===== src/rtl/spi_burst_arbiter.sv =====
// Shares one byte-level SPI master driver among N_REQ requesters: round-robin grant per burst,
// per-byte start/busy/done sequencing, rx byte return and abort of hung transfers.
module spi_burst_arbiter #(
    parameter int unsigned N_REQ   = 2,
    parameter int unsigned TIMEOUT = 255
) (
    input  logic                 clk_i,
    input  logic                 rst_n_i,
    input  logic [N_REQ-1:0]     req_valid_i,
    input  logic [8*N_REQ-1:0]   req_data_i,
    input  logic [N_REQ-1:0]     req_last_i,
    output logic [N_REQ-1:0]     req_ready_o,
    output logic                 rsp_valid_o,
    output logic [2:0]           rsp_id_o,
    output logic [7:0]           rsp_data_o,
    output logic                 rsp_last_o,
    output logic                 rsp_err_o,
    output logic                 busy_o,
    output logic                 drv_start_o,
    output logic [7:0]           drv_data_o,
    input  logic                 drv_ready_i,
    input  logic [7:0]           drv_data_i
);

    localparam int unsigned IDW  = 3;
    localparam int unsigned DW   = 8;
    localparam int unsigned CW   = 16;
    localparam int unsigned MAXR = 8;
    localparam int unsigned PW   = MAXR * DW;

    typedef enum logic [2:0] {
        S_IDLE      = 3'd0,
        S_START     = 3'd1,
        S_WAIT_BUSY = 3'd2,
        S_WAIT_DONE = 3'd3,
        S_RESP      = 3'd4,
        S_HOLD      = 3'd5
    } state_t;

    state_t             r_state;
    state_t             w_state_nxt;
    logic [IDW-1:0]     r_grant;
    logic [IDW-1:0]     w_grant_nxt;
    logic [IDW-1:0]     r_ptr;
    logic [IDW-1:0]     w_ptr_nxt;
    logic               r_last;
    logic               w_last_nxt;
    logic               r_err;
    logic               w_err_nxt;
    logic [CW-1:0]      r_cnt;
    logic [CW-1:0]      w_cnt_nxt;
    logic [DW-1:0]      w_rsp_data_nxt;

    logic [N_REQ-1:0]   r_req_ready;
    logic               r_rsp_valid;
    logic [IDW-1:0]     r_rsp_id;
    logic [DW-1:0]      r_rsp_data;
    logic               r_rsp_last;
    logic               r_rsp_err;
    logic               r_busy;
    logic               r_drv_start;
    logic [DW-1:0]      r_drv_data;
    logic [DW-1:0]      w_drv_data_nxt;

    logic [MAXR-1:0]    w_valid_pad;
    logic [MAXR-1:0]    w_last_pad;
    logic [PW-1:0]      w_data_pad;
    logic [MAXR-1:0]    w_onehot;
    logic [3:0]         w_scan;
    logic [3:0]         w_ptr_inc;
    logic               w_arb_found;
    logic [IDW-1:0]     w_arb_idx;

    // Requester vectors widened to 8 entries so a 3-bit index is always in range.
    assign w_valid_pad = MAXR'(req_valid_i);
    assign w_last_pad  = MAXR'(req_last_i);
    assign w_data_pad  = PW'(req_data_i);
    assign w_onehot    = MAXR'(1) << w_grant_nxt;

    // Next-state, arbitration and datapath updates.
    always_comb begin
        w_state_nxt    = r_state;
        w_grant_nxt    = r_grant;
        w_ptr_nxt      = r_ptr;
        w_last_nxt     = r_last;
        w_err_nxt      = r_err;
        w_cnt_nxt      = r_cnt;
        w_rsp_data_nxt = '0;
        w_drv_data_nxt = r_drv_data;
        w_arb_found    = 1'b0;
        w_arb_idx      = '0;
        w_scan         = '0;

        for (int i = 0; i < int'(N_REQ); i++) begin
            w_scan = 4'(r_ptr) + 4'(i);
            if (w_scan >= 4'(N_REQ)) begin
                w_scan = w_scan - 4'(N_REQ);
            end
            if (!w_arb_found && w_valid_pad[w_scan[2:0]]) begin
                w_arb_found = 1'b1;
                w_arb_idx   = w_scan[2:0];
            end
        end

        w_ptr_inc = 4'(r_grant) + 4'd1;
        if (w_ptr_inc >= 4'(N_REQ)) begin
            w_ptr_inc = 4'd0;
        end

        case (r_state)
            S_IDLE: begin
                if (w_arb_found && drv_ready_i) begin
                    w_state_nxt = S_START;
                    w_grant_nxt = w_arb_idx;
                end
            end
            S_START: begin
                w_state_nxt = S_WAIT_BUSY;
                w_cnt_nxt   = '0;
            end
            S_WAIT_BUSY: begin
                if (!drv_ready_i) begin
                    w_state_nxt = S_WAIT_DONE;
                    w_cnt_nxt   = '0;
                end else if (r_cnt == CW'(TIMEOUT - 1)) begin
                    w_state_nxt = S_RESP;
                    w_err_nxt   = 1'b1;
                    w_cnt_nxt   = '0;
                end else begin
                    w_cnt_nxt = r_cnt + CW'(1);
                end
            end
            S_WAIT_DONE: begin
                if (drv_ready_i) begin
                    w_state_nxt    = S_RESP;
                    w_rsp_data_nxt = drv_data_i;
                end else if (r_cnt == CW'(TIMEOUT - 1)) begin
                    w_state_nxt = S_RESP;
                    w_err_nxt   = 1'b1;
                    w_cnt_nxt   = '0;
                end else begin
                    w_cnt_nxt = r_cnt + CW'(1);
                end
            end
            S_RESP: begin
                if (r_last || r_err) begin
                    w_state_nxt = S_IDLE;
                    w_ptr_nxt   = IDW'(w_ptr_inc);
                end else if (w_valid_pad[r_grant]) begin
                    w_state_nxt = S_START;
                end else begin
                    w_state_nxt = S_HOLD;
                end
            end
            S_HOLD: begin
                if (w_valid_pad[r_grant]) begin
                    w_state_nxt = S_START;
                end
            end
            default: begin
                w_state_nxt = S_IDLE;
            end
        endcase

        // Byte and last flag are taken while the requester still holds them, i.e. on entry to START.
        if (w_state_nxt == S_START) begin
            w_drv_data_nxt = w_data_pad[{w_grant_nxt, 3'b000} +: DW];
            w_last_nxt     = w_last_pad[w_grant_nxt];
            w_err_nxt      = 1'b0;
        end
    end

    // State, datapath and registered outputs.
    always_ff @(posedge clk_i or negedge rst_n_i) begin
        if (!rst_n_i) begin
            r_state     <= S_IDLE;
            r_grant     <= '0;
            r_ptr       <= '0;
            r_last      <= 1'b0;
            r_err       <= 1'b0;
            r_cnt       <= '0;
            r_req_ready <= '0;
            r_rsp_valid <= 1'b0;
            r_rsp_id    <= '0;
            r_rsp_data  <= '0;
            r_rsp_last  <= 1'b0;
            r_rsp_err   <= 1'b0;
            r_busy      <= 1'b0;
            r_drv_start <= 1'b0;
            r_drv_data  <= '0;
        end else begin
            r_state     <= w_state_nxt;
            r_grant     <= w_grant_nxt;
            r_ptr       <= w_ptr_nxt;
            r_last      <= w_last_nxt;
            r_err       <= w_err_nxt;
            r_cnt       <= w_cnt_nxt;
            r_req_ready <= (w_state_nxt == S_START) ? N_REQ'(w_onehot) : '0;
            r_drv_start <= (w_state_nxt == S_START);
            r_drv_data  <= w_drv_data_nxt;
            r_rsp_valid <= (w_state_nxt == S_RESP);
            r_rsp_id    <= (w_state_nxt == S_RESP) ? w_grant_nxt : '0;
            r_rsp_data  <= (w_state_nxt == S_RESP) ? w_rsp_data_nxt : '0;
            r_rsp_last  <= (w_state_nxt == S_RESP) ? (w_last_nxt | w_err_nxt) : 1'b0;
            r_rsp_err   <= (w_state_nxt == S_RESP) ? w_err_nxt : 1'b0;
            r_busy      <= (w_state_nxt != S_IDLE);
        end
    end

    assign req_ready_o = r_req_ready;
    assign rsp_valid_o = r_rsp_valid;
    assign rsp_id_o    = r_rsp_id;
    assign rsp_data_o  = r_rsp_data;
    assign rsp_last_o  = r_rsp_last;
    assign rsp_err_o   = r_rsp_err;
    assign busy_o      = r_busy;
    assign drv_start_o = r_drv_start;
    assign drv_data_o  = r_drv_data;

endmodule


===== config.mk =====
export PLATFORM = sky130hd
export DESIGN_NAME = spi_burst_arbiter
export DESIGN_NICKNAME = d
export VERILOG_FILES = /design/src/rtl/spi_burst_arbiter.sv
export SDC_FILE = /design/constraint.sdc
export NUM_CORES = 1
export LEC_CHECK = 0
export ABC_AREA = 1
export CORE_MARGIN = 2
export CORE_UTILIZATION = 55
export DETAILED_ROUTE_END_ITERATION = 16
export HOLD_SLACK_MARGIN = 0.05
export PLACE_DENSITY = 0.93
export SETUP_SLACK_MARGIN = 0.5
export SLEW_MARGIN = 0
export SYNTH_ARGS = -nofsm -noshare
export SYNTH_HDL_FRONTEND = slang
export SYNTH_SLANG_ARGS = --single-unit

===== constraint.sdc =====
create_clock -name clk_i -period 3.1 [get_ports clk_i]
set_input_delay 0.93 -clock clk_i [delete_from_list [all_inputs] [get_ports clk_i]]
set_output_delay 0.93 -clock clk_i [all_outputs]
set_load 0.005 [all_outputs]

* Yosys cells after proc, flatten, opt, wreduce, memory -nomap -nowiden
Cells that the tools add are included.
** Operators by class
- Multiply operators :: 0
- Shift-type cells :: 2
- Magnitude comparators :: 7
- Equal/unequal tests :: 9
- Div/mod/pow operators :: 0
- Reductions and logical operators :: 9
- Multiplexer cells :: 42
- Bitwise operators :: 1
- $add $sub $neg :: 5
** Operator list (count)
- 64-bit by 7-bit variable part select with 8-bit output :: 1
- 16-bit 2-to-1 mux :: 3
- 16-bit case mux with 3 select lines :: 1
- 3-bit 2-to-1 mux :: 15
- 8-bit 2-to-1 mux :: 3
- 3-bit case mux with 6 select lines :: 1
- 16-bit by 1-bit adder with 16-bit output, second input constant :: 1
- 16-bit by 8-bit == test with 1-bit output, second input constant :: 1
- 3-bit by 4-bit < comparator with 1-bit output, second input constant :: 4
- 1-bit 2-to-1 mux :: 13
- 1-bit binary-select mux with 3-bit select :: 4
- 3-bit == test, second input constant :: 3
- 3-bit by 1-bit adder with 4-bit output, second input constant :: 2
- 4-bit by 2-bit greater-or-equal comparator with 1-bit output, second input constant :: 2
- 3-bit by 1-bit == test with 1-bit output, second input constant :: 2
- 3-bit by 2-bit == test with 1-bit output, second input constant :: 2
- 3-bit nonzero test :: 2
- 3-bit by 2-bit subtractor with 3-bit output, second input constant :: 2
- 2-bit AND reduction :: 2
- 3-bit by 2-bit greater-or-equal comparator with 1-bit output, second input constant :: 1
- 3-bit zero test :: 1
- 1-bit by 3-bit left shift with 2-bit output, first input constant :: 1
- 1-bit logical AND :: 2
- 2-bit 2-to-1 mux :: 1
- other kinds (5) :: 5
** Storage, ports and cells
- Word-level logic and storage cells :: 90
- Output and inout bits :: 26
- Memories :: 0
- Latch bits :: 0
- Bits in writable memories :: 0
- Register bits :: 53
- Memory bits (read-only) :: 0

* Logic depth before layout (Yosys ltp)
- Depth after elaboration :: 16
- Mapped depth :: 15
- Depth with buffers taken out :: 15

* Worst setup path after synthesis
Ideal clock, no wire load.
- Path type :: input-to-reg
- Start point :: input port drv_ready_i
- End point :: register r_drv_data[1] (netlist: drv_data_o[1])
- Arrival time :: 1955 ps
- Cell stages on the path :: 9
- Slack :: 1020 ps
- Library setup time :: 125 ps
- Buffers on the path :: 2
- Cell sequence :: buf_6 > inv_2 > nor4_2 > nand2_2 > nand2_4 > nand2_4 > buf_6 > nand2_1 > nand3_1
** On the way
- Word-level cells in the longest chain between the ends :: 4
- Elaborated cells between the ends (all ways) :: 9
** Ends and longest elaborated chain
- start, declared :: line 21 : input logic drv_ready_i,
- 1-bit logical AND :: line 112 : if (w_arb_found && drv_ready_i) begin
- 3-bit 2-to-1 mux :: line 112
- 3-bit 2-to-1 mux / 3-bit case mux with 6 select lines (equally long branches) :: line 110 : case (r_state)
- 64-bit by 7-bit variable part select with 8-bit output / 3-bit by 1-bit == test with 1-bit output (equally long branches) :: line 167, 166
- end signal, assigned :: line 200 : r_drv_data <= w_drv_data_nxt;
- end, declared :: line 62 : logic [DW-1:0] r_drv_data;
Parallel ways exist; a longest one is shown, timed or not.
A chain may end at the register's enable or synchronous reset.

* Final worst setup path
- Start point :: input port req_valid_i[1]
- End point :: register r_rsp_last (netlist: rsp_last_o)
** On the way
- Word-level cells in the longest chain between the ends :: 14
- Elaborated cells between the ends (all ways) :: 28
** Ends and longest elaborated chain
- start, declared :: line 9 : input logic [N_REQ-1:0] req_valid_i,
- 1-bit binary-select mux with 3-bit select :: line 99 : if (!w_arb_found && w_valid_pad[w_scan[2:0]]) begin
- 1-bit 2-to-1 mux (implied by the code) :: line 99
- 1-bit 2-to-1 mux :: line 99
- 1-bit zero test :: line 99
- 1-bit logical AND :: line 99
- 1-bit 2-to-1 mux :: line 99
- 1-bit logical AND :: line 112
- 3-bit 2-to-1 mux :: line 112
- 3-bit 2-to-1 mux :: line 110
- 1-bit binary-select mux with 3-bit select :: line 168 : w_last_nxt = w_last_pad[w_grant_nxt];
- 1-bit 2-to-1 mux (implied by the code) :: line 168
- 1-bit 2-to-1 mux :: line 166 : if (w_state_nxt == S_START) begin
- 1-bit bitwise OR :: line 204 : r_rsp_last <= (w_state_nxt == S_RESP) ? (w_last_nxt | w_err_nxt) : 1'b0;
- 1-bit 2-to-1 mux * :: line 204
- end signal, assigned :: line 204
- end, declared :: line 58 : logic r_rsp_last;
Every way passes the cells marked *; elsewhere a longest branch is shown, timed or not. The select of a mux whose other input is x is not followed.

==> impl_metrics.env <==
export IMPL_tightest_slew_ns=0.631
export IMPL_antenna_found_initial=0
export IMPL_finalNonFillerCells=433
export IMPL_r2r_end="rsp_last_o"
export IMPL_hp_class="reg -> reg"
export IMPL_endpoint_kind="flop"
export IMPL_p_per_area_mw_per_mm2=748
export IMPL_rows=25
export IMPL_initial_utilization_pct=56.7
export IMPL_required_ns=3.29
export IMPL_power_frac_comb_pct=42.3
export IMPL_area_growth_pct=27.6
export IMPL_hold_viol_final=0
export IMPL_hp_start="r_cnt[3]"
export IMPL_dr_pass1_iters=4
export IMPL_final_nets=415
export IMPL_place_hpwl_um=4310
export IMPL_grt_max_degree=28
export IMPL_setup_ws_ns=0.699
export IMPL_pwr_share_seq_pct=36.5
export IMPL_place_ws_ns=0.281
export IMPL_syn_inst=320
export IMPL_syn_area_mm2=0.00266
export IMPL_final_antenna_net_count=0
export IMPL_relSlewSlack_pct=58.0
export IMPL_layout_common_cells="nand2_1, clkdlybuf4s50_1, dfrtp_1"
export IMPL_antenna_cells=0
export IMPL_wl_per_cell_um=13.2
export IMPL_slew_violations=0
export IMPL_cts_setup_buffers=0
export IMPL_hold_depth=1
export IMPL_switching_share_pct=39.1
export IMPL_setup_violations=0
export IMPL_grt_pass1_vias=2183
export IMPL_yosysWarnings=0
export IMPL_max_freq_mhz=416
export IMPL_p_clk_share_pct=21.2
export IMPL_ys_types=28
export IMPL_coreArea_mm2=0.00469
export IMPL_drive_gt1_share_pct=8.44
export IMPL_clock_sinks=53
export IMPL_insertion_delay_ns=0.31
export IMPL_gp_congestion=0.876
export IMPL_cts_buffer_depth=2
export IMPL_die_w_um=73.6
export IMPL_htreeDepth=2
export IMPL_p_leak_nw=1.67
export IMPL_fin_tns_setup_ns=0
export IMPL_syn_area_per_cell_um2=8.32
export IMPL_clk_pin_slew_ns=0.09
export IMPL_portBuffers=56
export IMPL_dieArea_mm2=0.00541
export IMPL_crit_type="in -> reg"
export IMPL_synth_seq_cells=53
export IMPL_layout_commonest_cell="nand2_1"
export IMPL_grt_overflow=0
export IMPL_post_route_period_util_pct=77.5
export IMPL_cts_tree="yes"
export IMPL_drc=0
export IMPL_first_iter_violations=187
export IMPL_critPathArrivalTime_ns=2.60
export IMPL_fin_crit_ns=2.40
export IMPL_cts_made_buffers=5
export IMPL_via_per_inst=5.53
export IMPL_grt_pass1_wl_um=9280
export IMPL_min_to="r_cnt[3]"
export IMPL_ys_seq_area_share_pct=49.8
export IMPL_intPower_mw=1.55
export IMPL_ir_worst_vdd_uv=545
export IMPL_multi_input_comb_area_mm2=0.00111
export IMPL_vias=2395
export IMPL_run_status="finished clean"
export IMPL_ios=57
export IMPL_r2r_cells=13
export IMPL_path_max_fanout=19
export IMPL_die_height_um=73.6
export IMPL_maxCapViolCount=0
export IMPL_power_mw=2.54
export IMPL_netSwitchingPower_mw=0.993
export IMPL_clock_skew_ns=0.00798
export IMPL_dp_cells=425
export IMPL_ff2ff_setup_slack_ns=1.12
export IMPL_final_cell_area_mm2=0.00340
export IMPL_r2r_start="r_cnt[0]"
export IMPL_regArea_mm2=0.00133
export IMPL_n_fill_cell=327
export IMPL_postPlaceCellArea_mm2=0.00325
export IMPL_grt_usage_pct=22.3
export IMPL_rsz0062_at_grt="false"
export IMPL_startpoint_type="primary input"
export IMPL_wirelength_um=5710
export IMPL_syn_nets=357
export IMPL_root_buffer="clkbuf_8"
[sequential cells by signal, summed over array words and instances, names as in the netlist, 2 cells and up]
register     flops
drv_data_o       8
r_cnt           16
r_grant          3
r_ptr            3
r_state          3
req_ready_o      2
rsp_data_o       8
rsp_id_o         3
[worst max path at each step]
stage	cells after the start	endpoint	from	slack, ns
floorplan	9	drv_data_o[1]	drv_ready_i	1.02
global placement	10	r_last	drv_ready_i	0.41
detailed placement	10	r_last	drv_ready_i	0.28
CTS	10	r_last	drv_ready_i	0.59
global route	12	r_last	req_valid_i[1]	0.55
finish	10	rsp_last_o	req_valid_i[1]	0.70
[synth_stat cells]
| cell type | number | share of area, % |
|---|---|---|
| o31ai_1 | 2 | 0.56 |
| a21oi_1 | 12 | 2.3 |
| buf_4 | 1 | 0.28 |
| o21ai_0 | 14 | 2.6 |
| dfrtp_1 | 53 | 50 |
| o21ai_2 | 1 | 0.33 |
| and3_1 | 2 | 0.47 |
| o211a_1 | 1 | 0.38 |
| ha_1 | 6 | 2.8 |
| xor2_1 | 1 | 0.33 |
| nor2_8 | 1 | 0.75 |
| nor3_1 | 10 | 1.9 |
| nor2_2 | 3 | 0.70 |
| nor4_2 | 1 | 0.47 |
| a31oi_1 | 2 | 0.47 |
| buf_2 | 2 | 0.38 |
| nand2_4 | 4 | 1.7 |
| a31o_2 | 1 | 0.33 |
| inv_2 | 3 | 0.42 |
| inv_1 | 43 | 6.1 |
| nand2_2 | 5 | 1.2 |
| nand2_1 | 67 | 9.4 |
| o21ai_1 | 1 | 0.19 |
| nand3_1 | 20 | 3.8 |
| buf_6 | 4 | 1.7 |
| nand4_1 | 22 | 5.2 |
| nor2_1 | 37 | 5.2 |
| xnor2_1 | 1 | 0.33 |
[power groups by stage]
stage                     logic, mW  clock network, mW  registers [mW]
final                          1.07              0.540           0.928
after CTS                      1.06              0.546           0.921
after global placement         1.01                  0           0.927
after global routing           1.19              0.579           0.942
after floorplan               0.770                  0           0.907
after detailed placement       1.05                  0           0.931
[per-layer routing]
| metal | track usage (%) | up-vias | wire length, um |
|---|---|---|---|
| met1 | 28.1 | 1154 | 2330 |
| li1 | - | 1154 | - |
| met4 | 7.27 | 0 | 73 |
| met3 | 4.80 | 9 | 313 |
| met5 | 0 | - | 0 |
| met2 | 38.1 | 78 | 2990 |
[worst max-delay path: stages]
cell and delay (ns):
clkdlybuf4s50_1 0.47, inv_1 0.06, a21oi_1 0.22, o21ai_0 0.12
nand2_1 0.14, nand2_2 0.11, nand2_4 0.20, nand2_4 0.14
nand2_1 0.13, o21ai_1 0.06
[metrics by stage]
step / hold WS (ns) / utilization [%]
4_1_cts: 0.494 / 72.1
3_3_place_gp: 0.448 / 69.3
3_5_place_dp: 0.480 / 69.3
6_report: 0.484 / 72.4
2_1_floorplan: 0.433 / -
5_1_grt: 0.505 / 72.4
[layout make-up]
type | instances | area share (%)
clock inverter | 3 | 1.91
tap | 54 | 1.99
timing repair buffer | 58 | 17.2
clock buffer | 5 | 2.03
inverter | 46 | 5.08
multi-input combinational | 214 | 32.8
sequential | 53 | 39.0
[logic make-up after synthesis]
logic type | count (synthesis) | share of synthesized area, %
simple gates | 172 | 30.7
xor+xnor | 2 | 0.658
compound gates | 34 | 7.14
flops | 53 | 49.8
fa+ha+maj | 6 | 2.82
buf+inv | 53 | 8.83
[repair_timing]
action | 4_1_cts | 5_1_grt
hold buffers | 0 | 0
setup endpoints to repair | 0 | 8
resized for setup | 0 | 3
No activity file was read; power rests on OpenSTA's default activity.
